**src/rtl/boot_pkg.sv**
```systemverilog
`default_nettype none
// ============================================================================
//  Module      : boot_pkg
//  Description : Shared types, constants and helpers for the instruction-
//                memory boot loader.
//  Revision    : 1.0 - initial release
// ============================================================================
package boot_pkg;

  // Loader sequencing states: two header bytes, payload, checksum, terminals.
  typedef enum logic [2:0] {
    HDR0    = 3'd0,
    HDR1    = 3'd1,
    PAYLOAD = 3'd2,
    CHECK   = 3'd3,
    DONE    = 3'd4,
    ERROR   = 3'd5
  } boot_state_t;

  // Bytes per instruction word.
  localparam int WORD_BYTES = 4;

  // Word index to byte address; the two low address bits are always zero.
  function automatic logic [31:0] word_to_addr(input logic [29:0] count);
    return {count, 2'b00};
  endfunction

endpackage : boot_pkg
`default_nettype wire

```
**src/rtl/boot_word_assembler.sv**
```systemverilog
`default_nettype none
// ============================================================================
//  Module      : boot_word_assembler
//  Description : Packs a little-endian byte stream into 32-bit words and keeps
//                a running XOR checksum. Completed words are moved into a
//                separate output register so the partial buffer can accept the
//                next byte in the same cycle the word is being written.
//  Revision    : 1.0 - initial release
// ============================================================================
module boot_word_assembler
  import boot_pkg::*;
(
  input  logic        clk,
  input  logic        rst,
  input  logic        in_valid,
  input  logic [7:0]  in_data,
  output logic [1:0]  lane,
  output logic [7:0]  checksum,
  output logic [31:0] word,
  output logic        word_valid
);

  localparam logic [1:0] c_LAST_LANE = 2'(WORD_BYTES - 1);

  logic [1:0]  r_lane;
  logic [23:0] r_partial;
  logic [7:0]  r_checksum;
  logic [31:0] r_word;
  logic        r_word_valid;

  // Lane counter and running checksum advance on every accepted payload byte.
  always_ff @(posedge clk) begin
    if (rst) begin
      r_lane     <= 2'd0;
      r_checksum <= 8'd0;
    end else if (in_valid) begin
      r_lane     <= r_lane + 2'd1;
      r_checksum <= r_checksum ^ in_data;
    end
  end

  // Lower three lanes collect in the partial buffer; the fourth byte completes
  // the word into the output register and raises a one-cycle valid.
  always_ff @(posedge clk) begin
    if (rst) begin
      r_partial    <= 24'd0;
      r_word       <= 32'd0;
      r_word_valid <= 1'b0;
    end else begin
      r_word_valid <= 1'b0;
      if (in_valid) begin
        case (r_lane)
          2'd0: r_partial[7:0]   <= in_data;
          2'd1: r_partial[15:8]  <= in_data;
          2'd2: r_partial[23:16] <= in_data;
          default: begin
            r_word       <= {in_data, r_partial};
            r_word_valid <= (r_lane == c_LAST_LANE);
          end
        endcase
      end
    end
  end

  assign lane       = r_lane;
  assign checksum   = r_checksum;
  assign word       = r_word;
  assign word_valid = r_word_valid;

endmodule : boot_word_assembler
`default_nettype wire

```
**src/rtl/imem_boot_loader.sv**
```systemverilog
`default_nettype none
// ============================================================================
//  Module      : imem_boot_loader
//  Description : Receives a length-prefixed, XOR-checksummed image over a byte
//                stream, writes it into instruction memory one word at a time
//                and releases the core from reset once the image verifies.
//  Revision    : 1.0 - initial release
// ============================================================================
module imem_boot_loader
  import boot_pkg::*;
#(
  parameter int DEPTH_WORDS = 256,
  parameter int CNT_W       = 16
) (
  input  logic             clk,
  input  logic             rst,
  input  logic             byte_valid,
  input  logic [7:0]       byte_data,
  output logic             byte_ready,
  output logic             imem_we,
  output logic [31:0]      imem_waddr,
  output logic [31:0]      imem_wdata,
  output logic             core_rst,
  output logic             load_done,
  output logic             load_err,
  output logic [CNT_W-1:0] word_count
);

  localparam logic [CNT_W-1:0] c_DEPTH = CNT_W'(DEPTH_WORDS);

  boot_state_t      r_state;
  boot_state_t      w_state_next;
  logic [7:0]       r_len_lo;
  logic [CNT_W-1:0] r_len;
  logic [CNT_W-1:0] r_word_count;
  logic [31:0]      r_waddr;
  logic             r_core_rst;

  logic             w_ready;
  logic             w_xfer;
  logic             w_payload_xfer;
  logic             w_word_end;
  logic             w_last_word;
  logic [CNT_W-1:0] w_len_full;
  logic [1:0]       w_lane;
  logic [7:0]       w_checksum;
  logic [31:0]      w_word;
  logic             w_word_valid;

  // Stream is accepted only in the active-load states and never while in reset.
  assign w_ready = !rst && ((r_state == HDR0) || (r_state == HDR1) ||
                            (r_state == PAYLOAD) || (r_state == CHECK));
  assign w_xfer         = byte_valid && w_ready;
  assign w_payload_xfer = w_xfer && (r_state == PAYLOAD);
  assign w_word_end     = w_payload_xfer && (w_lane == 2'd3);
  assign w_last_word    = (r_word_count + CNT_W'(1)) == r_len;
  assign w_len_full     = CNT_W'({byte_data, r_len_lo});

  boot_word_assembler u_asm (
    .clk        (clk),
    .rst        (rst),
    .in_valid   (w_payload_xfer),
    .in_data    (byte_data),
    .lane       (w_lane),
    .checksum   (w_checksum),
    .word       (w_word),
    .word_valid (w_word_valid)
  );

  // State register.
  always_ff @(posedge clk) begin
    if (rst) begin
      r_state <= HDR0;
    end else begin
      r_state <= w_state_next;
    end
  end

  // Next-state decode: header length check, word countdown, checksum compare.
  always_comb begin
    w_state_next = r_state;
    case (r_state)
      HDR0: begin
        if (w_xfer) w_state_next = HDR1;
      end
      HDR1: begin
        if (w_xfer) begin
          if (w_len_full > c_DEPTH)        w_state_next = ERROR;
          else if (w_len_full == '0)       w_state_next = CHECK;
          else                             w_state_next = PAYLOAD;
        end
      end
      PAYLOAD: begin
        if (w_word_end && w_last_word) w_state_next = CHECK;
      end
      CHECK: begin
        if (w_xfer) begin
          if (byte_data == w_checksum) w_state_next = DONE;
          else                         w_state_next = ERROR;
        end
      end
      DONE:    w_state_next = DONE;
      ERROR:   w_state_next = ERROR;
      default: w_state_next = ERROR;
    endcase
  end

  // Header length capture: low byte first, full value on the second byte.
  always_ff @(posedge clk) begin
    if (rst) begin
      r_len_lo <= 8'd0;
      r_len    <= '0;
    end else if (w_xfer) begin
      if (r_state == HDR0) r_len_lo <= byte_data;
      if (r_state == HDR1) r_len    <= w_len_full;
    end
  end

  // Word address is captured with the completing byte so it lines up with the
  // assembled word; the count steps at the same edge.
  always_ff @(posedge clk) begin
    if (rst) begin
      r_word_count <= '0;
      r_waddr      <= 32'd0;
    end else if (w_word_end) begin
      r_word_count <= r_word_count + CNT_W'(1);
      r_waddr      <= word_to_addr(30'(r_word_count));
    end
  end

  // Core reset drops one cycle after the loader settles in DONE.
  always_ff @(posedge clk) begin
    if (rst) begin
      r_core_rst <= 1'b1;
    end else begin
      r_core_rst <= (r_state != DONE);
    end
  end

  assign byte_ready = w_ready;
  assign imem_we    = w_word_valid && !rst;   // a write pending at reset is dropped
  assign imem_waddr = r_waddr;
  assign imem_wdata = w_word;
  assign core_rst   = r_core_rst;
  assign load_done  = (r_state == DONE);
  assign load_err   = (r_state == ERROR);
  assign word_count = r_word_count;

endmodule : imem_boot_loader
`default_nettype wire
```
**config.mk**
```make
export PLATFORM = sky130hd
export DESIGN_NAME = imem_boot_loader
export DESIGN_NICKNAME = d
export VERILOG_FILES = /design/src/rtl/boot_pkg.sv /design/src/rtl/boot_word_assembler.sv /design/src/rtl/imem_boot_loader.sv
export SDC_FILE = /design/constraint.sdc
export NUM_CORES = 1
export LEC_CHECK = 0
export ABC_AREA = 1
export BUFFER_PORTS_ARGS = -buffer_cell sky130_fd_sc_hd__buf_2
export CORE_MARGIN = 2
export CORE_UTILIZATION = 56
export DETAILED_ROUTE_END_ITERATION = 10
export PLACE_DENSITY = 0.79
export SKIP_CTS_REPAIR_TIMING = 1
export SYNTH_ARGS = -nofsm -noshare
export SYNTH_HDL_FRONTEND = slang
export SYNTH_SLANG_ARGS = --single-unit
```
**constraint.sdc**
```tcl
create_clock -name clk -period 2.2 [get_ports clk]
set_input_delay 0.11 -clock clk [delete_from_list [all_inputs] [get_ports clk]]
set_output_delay 0.11 -clock clk [all_outputs]
set_load 0.02 [all_outputs]
```
# Word level (Yosys, flattened, before mapping)
# Index checks and enable logic that the tools add are counted.
word_totals:
  ff_bits: 127
  output_inout_bits: 85
  wordCells: 64
op_classes:
  magnitude_cmp: 1
  n_reduce_logical: 22
  n_eq_ne: 15
  addsub: 2
  n_mux: 8
  n_bitwise: 3
op_table:
  columns: ["cell", "n"]
  rows:
  - ["$add A16 B1 Y16 const B", 1]
  - ["$eq A16 B16 Y1", 1]
  - ["$gt A16 B9 Y1 const B", 1]
  - ["$logic_not A16 Y1", 1]
  - ["$mux W3", 5]
  - ["$pmux W3 S5", 1]
  - ["$reduce_and A2 Y1", 6]
  - ["$eq A8 B8 Y1", 1]
  - ["$xor A8 B8 Y8", 1]
  - ["$eq A3 B2 Y1 const B", 2]
  - ["$eq A3 B3 Y1 const B", 2]
  - ["$logic_and A1 B1 Y1", 6]
  - ["$ne A2 B2 Y1 const B", 3]
  - ["$reduce_or A5 Y1", 1]
  - ["$eq A2 B2 Y1 const B", 2]
  - ["$reduce_and A4 Y1", 1]
  - ["$eq A3 B1 Y1 const B", 1]
  - ["$logic_not A3 Y1", 1]
  - ["$logic_or A1 B1 Y1", 3]
  - ["$ne A3 B3 Y1 const B", 1]
  - ["$reduce_or A3 Y1", 1]
  - ["$add A2 B1 Y2 const B", 1]
  - ["$eq A2 B1 Y1 const B", 1]
  - ["$logic_not A2 Y1", 1]
  - ["4 further kinds", 6]

# Depth between registers and ports, before layout
# Gate-level depths: netlist of the first run.
depth:
  word_depth: 11
  ltp_mapped: 15
  mapped_depth_nobuf: 14

# By module
# From an unflattened synthesis of the first run, not the netlist that was laid out.
hier_totals:
  cells_unflattened: 854
  area_unflattened_um2: 5947.0
modules_own_cells:
  columns: ["mod", "area_per_inst_um2", "cells_per_inst", "n_inst"]
  rows:
  - ["imem_boot_loader", 3129.3, 450, 1]
  - ["boot_word_assembler", 2817.7, 404, 1]

# Worst setup path before layout of the first run
# No wires, ideal clock.
synth_path:
  kind: "register to register"
  startpoint: "reg r_word_count[0] (netlist: word_count[0])"
  endpoint: "reg r_state[0]"
  path_stages_with_launch: 11
  path_buffers: 0
  arrival_ns: 1.814
  period_less_slack_ns: 1.929
  required_time_ns: 2.085
  path_slack_ns: 0.271
  cell_sequence: "dfxtp_1 ha_1 nand2_1 nor2_4 nand2_2 nor2_4 xnor3_1 nor2_1 nand3_2 a21oi_1 nor2_1"
synth_between:
  elab_chain_len: 5
synth_lines:
  columns: ["item", "line", "rtl"]
  rows:
  - ["start: declaration", "imem_boot_loader.sv:35", "logic [CNT_W-1:0] r_word_count;"]
  - ["start signal: assignment", "imem_boot_loader.sv:126", "r_word_count <= r_word_count + CNT_W'(1);"]
  - ["$add A16 B1 Y16", "imem_boot_loader.sv:56", "assign w_last_word = (r_word_count + CNT_W'(1)) == r_len;"]
  - ["$eq A16 B16 Y1", "imem_boot_loader.sv:56", null]
  - ["$logic_and A1 B1 Y1", "imem_boot_loader.sv:94", "if (w_word_end && w_last_word) w_state_next = CHECK;"]
  - ["$ne A2 B1 Y1 (no source line)", null, null]
  - ["$reduce_and A4 Y1 (no source line)", null, null]
  - ["end signal: assignment", "imem_boot_loader.sv:75", "r_state <= w_state_next;"]
  - ["end: declaration", "imem_boot_loader.sv:31", "boot_state_t r_state;"]
# No other way between the ends.
# A chain may end at the register's enable or synchronous reset.

# Worst setup path in the final report of the first run
layout_path:
  startpoint: "reg r_state[1]"
  endpoint: "reg u_asm.r_partial[13]"
layout_between:
  elab_chain_len: 8
  elab_cells_between_ends: 11
layout_lines:
  columns: ["item", "line", "rtl"]
  rows:
  - ["$eq A3 B1 Y1 or $logic_not A3 Y1 (tied branches)", "imem_boot_loader.sv:51", "assign w_ready = !rst && ((r_state == HDR0) || (r_state == HDR1) ||"]
  - ["$logic_or A1 B1 Y1 (2 in series)", "imem_boot_loader.sv:51", null]
  - ["$logic_or A1 B1 Y1", "imem_boot_loader.sv:52", "(r_state == PAYLOAD) || (r_state == CHECK));"]
  - ["$logic_and A1 B1 Y1", "imem_boot_loader.sv:51", null]
  - ["$logic_and A1 B1 Y1", "imem_boot_loader.sv:53", "assign w_xfer = byte_valid && w_ready;"]
  - ["$logic_and A1 B1 Y1 *", "imem_boot_loader.sv:54", "assign w_payload_xfer = w_xfer && (r_state == PAYLOAD);"]
  - ["$reduce_and A2 Y1 (no source line) *", null, null]
  - ["end signal: assignment", "boot_word_assembler.sv:54", "2'd1: r_partial[15:8] <= in_data;"]
  - ["end: declaration", "boot_word_assembler.sv:26", "logic [23:0] r_partial;"]
# Mark *: on every way between the ends. The rest lies on a longest branch, timed or not.

==> results of run 1 <==
## logic make-up (layout without fill, tap and decap cells)
| family | Yosys count | in the layout | share of synthesized area [%] |
|---|---|---|---|
| and+or+nand+nor | 306 | 306 | 24.7 |
| AOI/OAI and AO/OA | 188 | 188 | 17.1 |
| buffers and inverters | 132 | 198 | 10.3 |
| DFF | 127 | 127 | 44.4 |
| xor gates and xnor gates | 12 | 12 | 2.08 |
| adders and majority gates | 6 | 6 | 1.31 |
| other | 1 | 16 | 0.0655 |
## area by class of cell
type,instances,share of cell area [%]
multi-input combinational,528,39.6
sequential,127,37.7
timing repair buffer,101,8.94
clock buffer,20,6.60
inverter,66,3.67
tap,133,2.47
clock inverter,11,1.02
## through the flow
stage | setup TNS (ps) | util, % | instances | total power [mW]
after global routing | -20.6 | 68.4 | 986 | 5.30
final | 0 | 68.4 | 986 | 5.14
after floorplan | 0 | - | 787 | 2.67
after global placement | 0 | 62.1 | 947 | 2.71
after detailed placement | 0 | 62.1 | 947 | 2.72
after CTS | 0 | 67.3 | 978 | 5.13
## where the power goes
part / internal (mW) / switching [mW]
registers: 2.34 / 0.0282
clock network: 1.42 / 1.01
logic: 0.0939 / 0.236
total: 3.86 / 1.28
## layer usage
layer | vias up | GRT usage, %
li1 | 2671 | -
met1 | 2527 | 31.2
met2 | 263 | 44.2
met3 | 61 | 6.43
met4 | 2 | 15.5
met5 | - | 0
## state kept, by name (all words and copies together) (netlist names)
signal	count
r_len_lo	8
u_asm.lane	2
u_asm.r_partial	24
u_asm.word_valid	1
word_count	16
core_rst	1
imem_waddr	16
u_asm.checksum	8
u_asm.word	32
r_state	3
r_len	16
## path summary, 6_finish.rpt
kind	start	to	cells after the start
setup / recovery	r_state[1]	u_asm.r_partial[13]	7
hold / removal	byte_data[1]	r_len[9]	3
setup reg to reg	r_state[1]	u_asm.r_partial[13]	7
hold reg to reg	u_asm.r_partial[3]	u_asm.r_partial[3]	2
## cells in the final DEF (no fill, tap or decap), types with 4 or more instances in the layout
cell,netlist,routed
conb_1,1,16
nor2_1,34,33
nor2_2,5,4
nor2_4,5,7
nand2_1,143,143
xor2_1,8,8
clkinvlp_4,0,4
inv_1,65,65
a21oi_1,116,116
dfxtp_1,127,126
nand2_2,5,5
dlygate4sd3_1,0,7
nand3b_1,5,5
buf_2,8,79
clkinv_2,0,6
buf_4,21,13
ha_1,6,5
o21ai_0,59,59
nand3_1,90,90
o211ai_1,4,4
nand4_1,12,12
clkbuf_16,0,16
## critical path, stage by stage (launching register included)
cell and delay, ps:
dfxtp_1 420, inv_1 60, nor2_1 240, nand2_1 160, nor2_4 430, nand2_1 330, nand2_1 180, a21oi_1 90
==> out/qor.csv, run 1 <==
stage,metric,value,unit
clocking,htree depth,4,
synthesis,"top cells by count, synth","143 x nand2_1, 127 x dfxtp_1, 116 x a21oi_1",
worst_setup_path,CP Max Fanout,23,
floorplan,Die Y-Extent,105,µm
clocking,CTS tree,built,
worst_setup_path,FF-to-FF setup slack,140,ps
synthesis,"FF+latch count, synth",127,
power,leakage power,2.85,nW
place,HPWL Detailed,9670,µm
synthesis,Ys Warns,0,
drt,Routed Antenna Nets,0,
drt,top layer in use,met5,
floorplan,row count,36,
worst_setup_path,crit end category,register,
worst_setup_path,WS Path Type,reg2reg,
timing,"Hold Vio Cnt, Final",0,
finish,share of cells above drive strength 1,17.4,%
drt,DRC errors left,0,
grt,initial antenna violation count,1,
place,Placer Congestion,0.916,
drt,Detail Route met2 WL,7070,µm
grt,vias in the first global route,5255,
status,status,finished clean,
grt,grt ovf,0,
clocking,Max clock buf depth,2,
drt,wire per inst,15.0,µm
floorplan,Initial Util,58.1,%
timing,min Tclk post-route,2060,ps
timing,hold_ws,3.31,ps
worst_setup_path,CP startpoint kind,register,
synthesis,sequential area share after synthesis,44.4,%
clocking,total CTS buffers,17,
grt,global-route wire length before repair,23800,µm
clocking,clock transition at the registers of the reported paths,60,ps
timing,Final Max Slew Viols,0,
clocking,clk sinks,127,
worst_setup_path,arrival time at the worst endpoint,2430,ps
synthesis,dominant cell type by area after synthesis,dfxtp_1,
synthesis,Area contributors post-synth,"dfxtp_1 44%, a21oi_1 10%, nand2_1 9.4%, nand3_1 7.9%, o21ai_0 5.2%",
finish,Ant. Diodes,0,
floorplan,die width,105,µm
finish,final-layout fill cell count,790,
floorplan,Core ar.,9860,µm²
finish,Finished Cell Area,6750,µm²
timing,Setup WS post-layout,139,ps
worst_setup_path,CP required,2570,ps
synthesis,Post-synth ARST share,0,%
floorplan,# IOs,96,
floorplan,Die ar.,11100,µm²
clocking,root buffer cell,clkbuf_8,
synthesis,Cell variety after synth,35,
synthesis,Synth Instances,772,
power,VDD IR-drop max,0.456,mV
drt,via count,5524,
flow_run,number of max-cap violations,0,
place,dpl cell area,6130,µm²
timing,Slew @ Worst Pin,733,ps
drt,routed wl met3,1120,µm
grt,gr usage total,26.6,%
finish,Area Overhead vs Synth,17.8,%
grt,largest net degree at the start of global routing,69,
drt,TritonRoute pass-1 iters,5,
place,port bufs,79,
timing,Final Setup Violations,0,
synthesis,Yosys top cell area share,44.4,%
synthesis,"EDFF count, synth",0,
timing,Fmax,0.485,GHz
place,Setup WS pre-CTS,230,ps
synthesis,most numerous cell in the Yosys netlist,nand2_1,
timing,period utilization,93.7,%
finish,footprint of the multi-input gates,2670,µm²
clocking,Clock Latency Late Sink,520,ps
drt,DR vias/cell,5.60,
synthesis,Post-Syn Area per Cell,7.42,µm²
timing,worst slew margin relative to its limit,51.1,%
timing,skew final,7.91,ps
power,pwr/cell area,761,nW/µm²
finish,Sequential Area,2540,µm²
synthesis,ys flop type,dfxtp_1,
drt,M1 WL,5950,µm
finish,"Net count, final",858,
drt,WL final,14700,µm
min_path,worst hold path class,in2reg,
drt,Initial DRC Count,408,
synthesis,Post-Syn Area,5730,µm²
Note: power is estimated with default switching activity, not from simulation.
==> run 2, diff against run 1 <==
--- a/config.mk
+++ b/config.mk
@@ -7,10 +7,10 @@
 export LEC_CHECK = 0
 export ABC_AREA = 1
 export BUFFER_PORTS_ARGS = -buffer_cell sky130_fd_sc_hd__buf_2
-export CORE_MARGIN = 2
 export CORE_UTILIZATION = 56
 export DETAILED_ROUTE_END_ITERATION = 10
 export PLACE_DENSITY = 0.79
+export RECOVER_POWER = 25
 export SKIP_CTS_REPAIR_TIMING = 1
 export SYNTH_ARGS = -nofsm -noshare
 export SYNTH_HDL_FRONTEND = slang
==> out/qor.csv, run 2 (synthesis gave the netlist of run 1 again) <==
stage,metric,value,unit
status,status,finished clean,
min_path,worst hold path class,in2reg,
worst_setup_path,FF-to-FF setup slack,240,ps
drt,TritonRoute pass-1 iters,5,
grt,gr usage total,27.8,%
floorplan,row count,36,
clocking,CTS tree,built,
grt,largest net degree at the start of global routing,69,
place,HPWL Detailed,9340,µm
drt,M1 WL,5890,µm
drt,wire per inst,14.2,µm
place,Inst Count DP,946,
drt,DR vias/cell,5.35,
drt,Routed Antenna Nets,0,
flow_run,number of max-cap violations,0,
timing,Final Setup Violations,0,
worst_setup_path,arrival time at the worst endpoint,2370,ps
power,VDD IR-drop max,0.496,mV
clocking,total CTS buffers,17,
worst_setup_path,crit end category,register,
floorplan,Die Y-Extent,103,µm
drt,Initial DRC Count,259,
power,sequential power share,44.1,%
clocking,clk sinks,127,
finish,max reg flops,32,
power,Int Pwr,4.08,mW
floorplan,# IOs,96,
worst_setup_path,CP Max Fanout,6,
floorplan,die width,103,µm
power,Net Sw Frac,24.1,%
finish,"commonest cells after routing, fill and taps aside","143 x nand2_1, 126 x dfxtp_1, 116 x a21oi_1, 90 x nand3_1, 65 x inv_1",
place,Placer Congestion,0.928,
power,Tot Pwr,5.38,mW
timing,Fmax,0.511,GHz
floorplan,Core ar.,9860,µm²
drt,Detail Route met2 WL,6850,µm
timing,"Hold Vio Cnt, Final",0,
timing,period utilization,89.0,%
drt,DRC errors left,0,
timing,Slew @ Worst Pin,702,ps
timing,hold_ws,120,ps
drt,routed wl met3,836,µm
finish,Area Overhead vs Synth,17.1,%
finish,fin cells,986,
drt,WL final,14000,µm
power,combinational power share,6.0,%
floorplan,Initial Util,58.1,%
clocking,clock transition at the registers of the reported paths,60,ps
finish,"most common cell after layout, fill and taps aside",nand2_1,
power,leakage power,2.66,nW
timing,Final Max Slew Viols,0,
grt,grt ovf,0,
clocking,Clock Latency Late Sink,530,ps
worst_setup_path,CP required,2620,ps
finish,Ant. Diodes,0,
place,port bufs,79,
power,pwr/cell area,802,nW/µm²
clocking,Max clock buf depth,2,
drt,top layer in use,met4,
clocking,htree depth,4,
drt,via count,5273,
worst_setup_path,CP startpoint kind,register,
finish,share of cells above drive strength 1,11.7,%
grt,global-route wire length before repair,22300,µm
finish,"Net count, final",857,
timing,total negative setup slack,0,ps
power,Clock power frac,49.9,%
grt,vias in the first global route,4648,
clocking,root buffer cell,clkbuf_8,
worst_setup_path,WS Path Type,reg2reg,
timing,skew final,6.82,ps
floorplan,Die ar.,10600,µm²
power,Switch Pwr,1.30,mW
timing,min Tclk post-route,1960,ps
grt,initial antenna violation count,0,
timing,worst slew margin relative to its limit,53.2,%
[run 2: cell count changes in the layout (fill, tap and decap cells not counted), sizes merged]
cell / delta
buf: -49
clkbuf: +46
inv: +3
bufinv: +2
clkinv: -2
clkinvlp: -1
dlygate4sd3: +1
[run 2: power groups by stage]
stage	Sequential, mW	Clock [mW]	Combinational, mW
floorplan	2.41	0	0.259
global placement	2.42	0	0.299
detailed placement	2.42	0	0.306
CTS	2.37	2.71	0.309
global route	2.37	2.82	0.361
finish	2.37	2.68	0.321
[run 2: final timing paths]
kind,start,cells past startpoint,to
setup reg to reg,word_count[1],10,r_state[0]
setup / recovery,word_count[1],10,r_state[0]
hold reg to reg,u_asm.word[27],2,u_asm.word[27]
hold / removal,byte_valid,5,r_state[1]
[run 2: cell type report]
class                      count  area [µm²]
clock buffer                  19         432
clock inverter                13         138
fill                         844        3160
inverter                      66         248
multi-input combinational    528        2670
sequential                   127        2540
tap                          133         166
timing repair buffer         100         514
[run 2: routing by layer]
layer / global-route usage [%] / vias to the layer above
met5: 0 / -
met4: 14.6 / 0
met3: 6.51 / 30
met2: 47.0 / 160
met1: 32.7 / 2424
li1: - / 2659
[run 2: critical path, cell delays in order, from the launching register on]
cell and delay [ps]:
dfxtp_1 410, ha_2 260, nand2_1 110, nor2_4 180, nand2_2 120, nor2_4 110
xnor3_1 210, nor2_1 130, nand3_2 110, a21oi_1 140, nor2_1 60
[run 2: stage by stage]
step	utilization, %	worst slack [ps]	instance area (µm²)
floorplan	-	271	5780
global placement	61.9	284	6110
detailed placement	61.9	197	6110
CTS	67.7	184	6680
global route	68.0	-4.61	6710
finish	68.0	242	6710
==> run 3, diff against run 2 <==
--- a/config.mk
+++ b/config.mk
@@ -9,8 +9,10 @@
 export BUFFER_PORTS_ARGS = -buffer_cell sky130_fd_sc_hd__buf_2
 export CORE_UTILIZATION = 56
 export DETAILED_ROUTE_END_ITERATION = 10
+export MAX_ROUTING_LAYER = met4
 export PLACE_DENSITY = 0.79
 export RECOVER_POWER = 25
+export REMOVE_ABC_BUFFERS = 1
 export SKIP_CTS_REPAIR_TIMING = 1
 export SYNTH_ARGS = -nofsm -noshare
 export SYNTH_HDL_FRONTEND = slang
==> out/qor.csv, run 3 (synthesis gave the netlist of run 1 again) <==
stage,metric,value,unit
drt,DRC errors left,0,
worst_setup_path,crit end category,register,
place,Placer Congestion,0.971,
drt,WL final,14500,µm
finish,final core occ,68.5,%
timing,Final Max Slew Viols,0,
power,leakage power,2.68,nW
timing,"Hold Vio Cnt, Final",0,
timing,min Tclk post-route,2030,ps
timing,Fmax,0.492,GHz
floorplan,Initial Util,58.1,%
clocking,clock transition at the registers of the reported paths,70,ps
finish,max reg flops,32,
finish,Area Overhead vs Synth,17.9,%
clocking,Clock Latency Late Sink,520,ps
grt,gr usage total,29.3,%
clocking,CTS tree,built,
grt,initial antenna violation count,0,
place,HPWL Detailed,9320,µm
drt,TritonRoute pass-1 iters,5,
place,port bufs,79,
power,VDD IR-drop max,0.625,mV
drt,wire per inst,14.7,µm
worst_setup_path,CP Max Fanout,6,
drt,Routed Antenna Nets,0,
timing,skew final,11.4,ps
grt,largest net degree at the start of global routing,68,
drt,via count,5398,
grt,grt ovf,0,
timing,Final Setup Violations,0,
power,Tot Pwr,5.50,mW
grt,global-route wire length before repair,23100,µm
timing,period utilization,92.3,%
clocking,total CTS buffers,17,
place,Inst Count DP,947,
floorplan,die width,103,µm
floorplan,Die Y-Extent,103,µm
finish,"most common cell after layout, fill and taps aside",nand2_1,
drt,DR vias/cell,5.47,
timing,Setup WS post-layout,169,ps
floorplan,row count,36,
clocking,htree depth,4,
finish,Finished Cell Area,6760,µm²
worst_setup_path,WS Path Type,reg2reg,
finish,final-layout fill cell count,828,
status,status,finished clean,
finish,Ant. Diodes,0,
clocking,Max clock buf depth,2,
grt,M3 GR Usage,7.53,%
min_path,worst hold path class,in2reg,
worst_setup_path,CP required,2580,ps
grt,grt met1 use,34.4,%
timing,unrepaired setup endpoints after global routing,no,
finish,"commonest cells after routing, fill and taps aside","143 x nand2_1, 127 x dfxtp_1, 116 x a21oi_1, 90 x nand3_1, 65 x inv_1",
place,Setup WS pre-CTS,211,ps
grt,met2 GRT Util,47.6,%
floorplan,# IOs,96,
drt,Initial DRC Count,384,
worst_setup_path,CP startpoint kind,register,
finish,"Net count, final",858,
clocking,root buffer cell,clkbuf_8,
clocking,clk sinks,127,
timing,hold_ws,16.2,ps
place,dpl cell area,6140,µm²
timing,total negative setup slack,0,ps
worst_setup_path,arrival time at the worst endpoint,2410,ps
flow_run,number of max-cap violations,0,
timing,worst slew margin relative to its limit,53.5,%
floorplan,Core ar.,9860,µm²
grt,vias in the first global route,4818,
finish,fin cells,987,
power,pwr/cell area,814,nW/µm²
grt,GRT Max-Usage Layer,met2,
timing,Slew @ Worst Pin,697,ps
floorplan,Die ar.,10600,µm²
finish,share of cells above drive strength 1,11.7,%
[run 3: cell count changes in the layout (fill, tap and decap cells not counted), sizes merged]
cell      before  now
inv           69   75
clkinv         5    1
clkinvlp       3    2
[run 3: worst max-delay path, cell delays in order (launching register included)]
cell and delay [ps]:
dfxtp_1 420, ha_2 260, nand2_1 110, nor2_4 190, nand2_2 120, nor2_1 170, nand2_1 110, nand3_1 90
nand2_1 50, nand2_1 50, nor2_1 40, nand3_2 90, nand2_1 70, nand2_1 70, nor2_2 30
[run 3: layer usage]
layer / vias up / wire (µm)
met5: - / 0
met2: 241 / 7090
met1: 2447 / 6130
met3: 38 / 917
li1: 2672 / -
met4: 0 / 352
[run 3: where the power goes]
part | total, mW | internal (mW) | switching, mW
Clock | 2.80 | 1.68 | 1.12
Combinational | 0.326 | 0.0967 | 0.229
Sequential | 2.37 | 2.34 | 0.0277
[run 3: path summary, 6_finish.rpt]
check	from	endpoint	slack, ps	cells after the start
hold reg to reg	u_asm.word[13]	u_asm.word[13]	460	2
setup reg to reg	word_count[1]	r_state[2]	170	14
hold / removal	byte_data[6]	u_asm.word[30]	20	3
setup / recovery	word_count[1]	r_state[2]	170	14
[run 3: final cells by class]
class / count / area, µm² / share of cell area [%]
clock buffers: 18 / 428 / 6.33
clock inverters: 14 / 165 / 2.44
inverters: 66 / 248 / 3.67
multi-input cells: 528 / 2660 / 39.4
flip-flops and latches: 127 / 2540 / 37.6
well taps: 133 / 166 / 2.46
repair buffers: 101 / 546 / 8.08
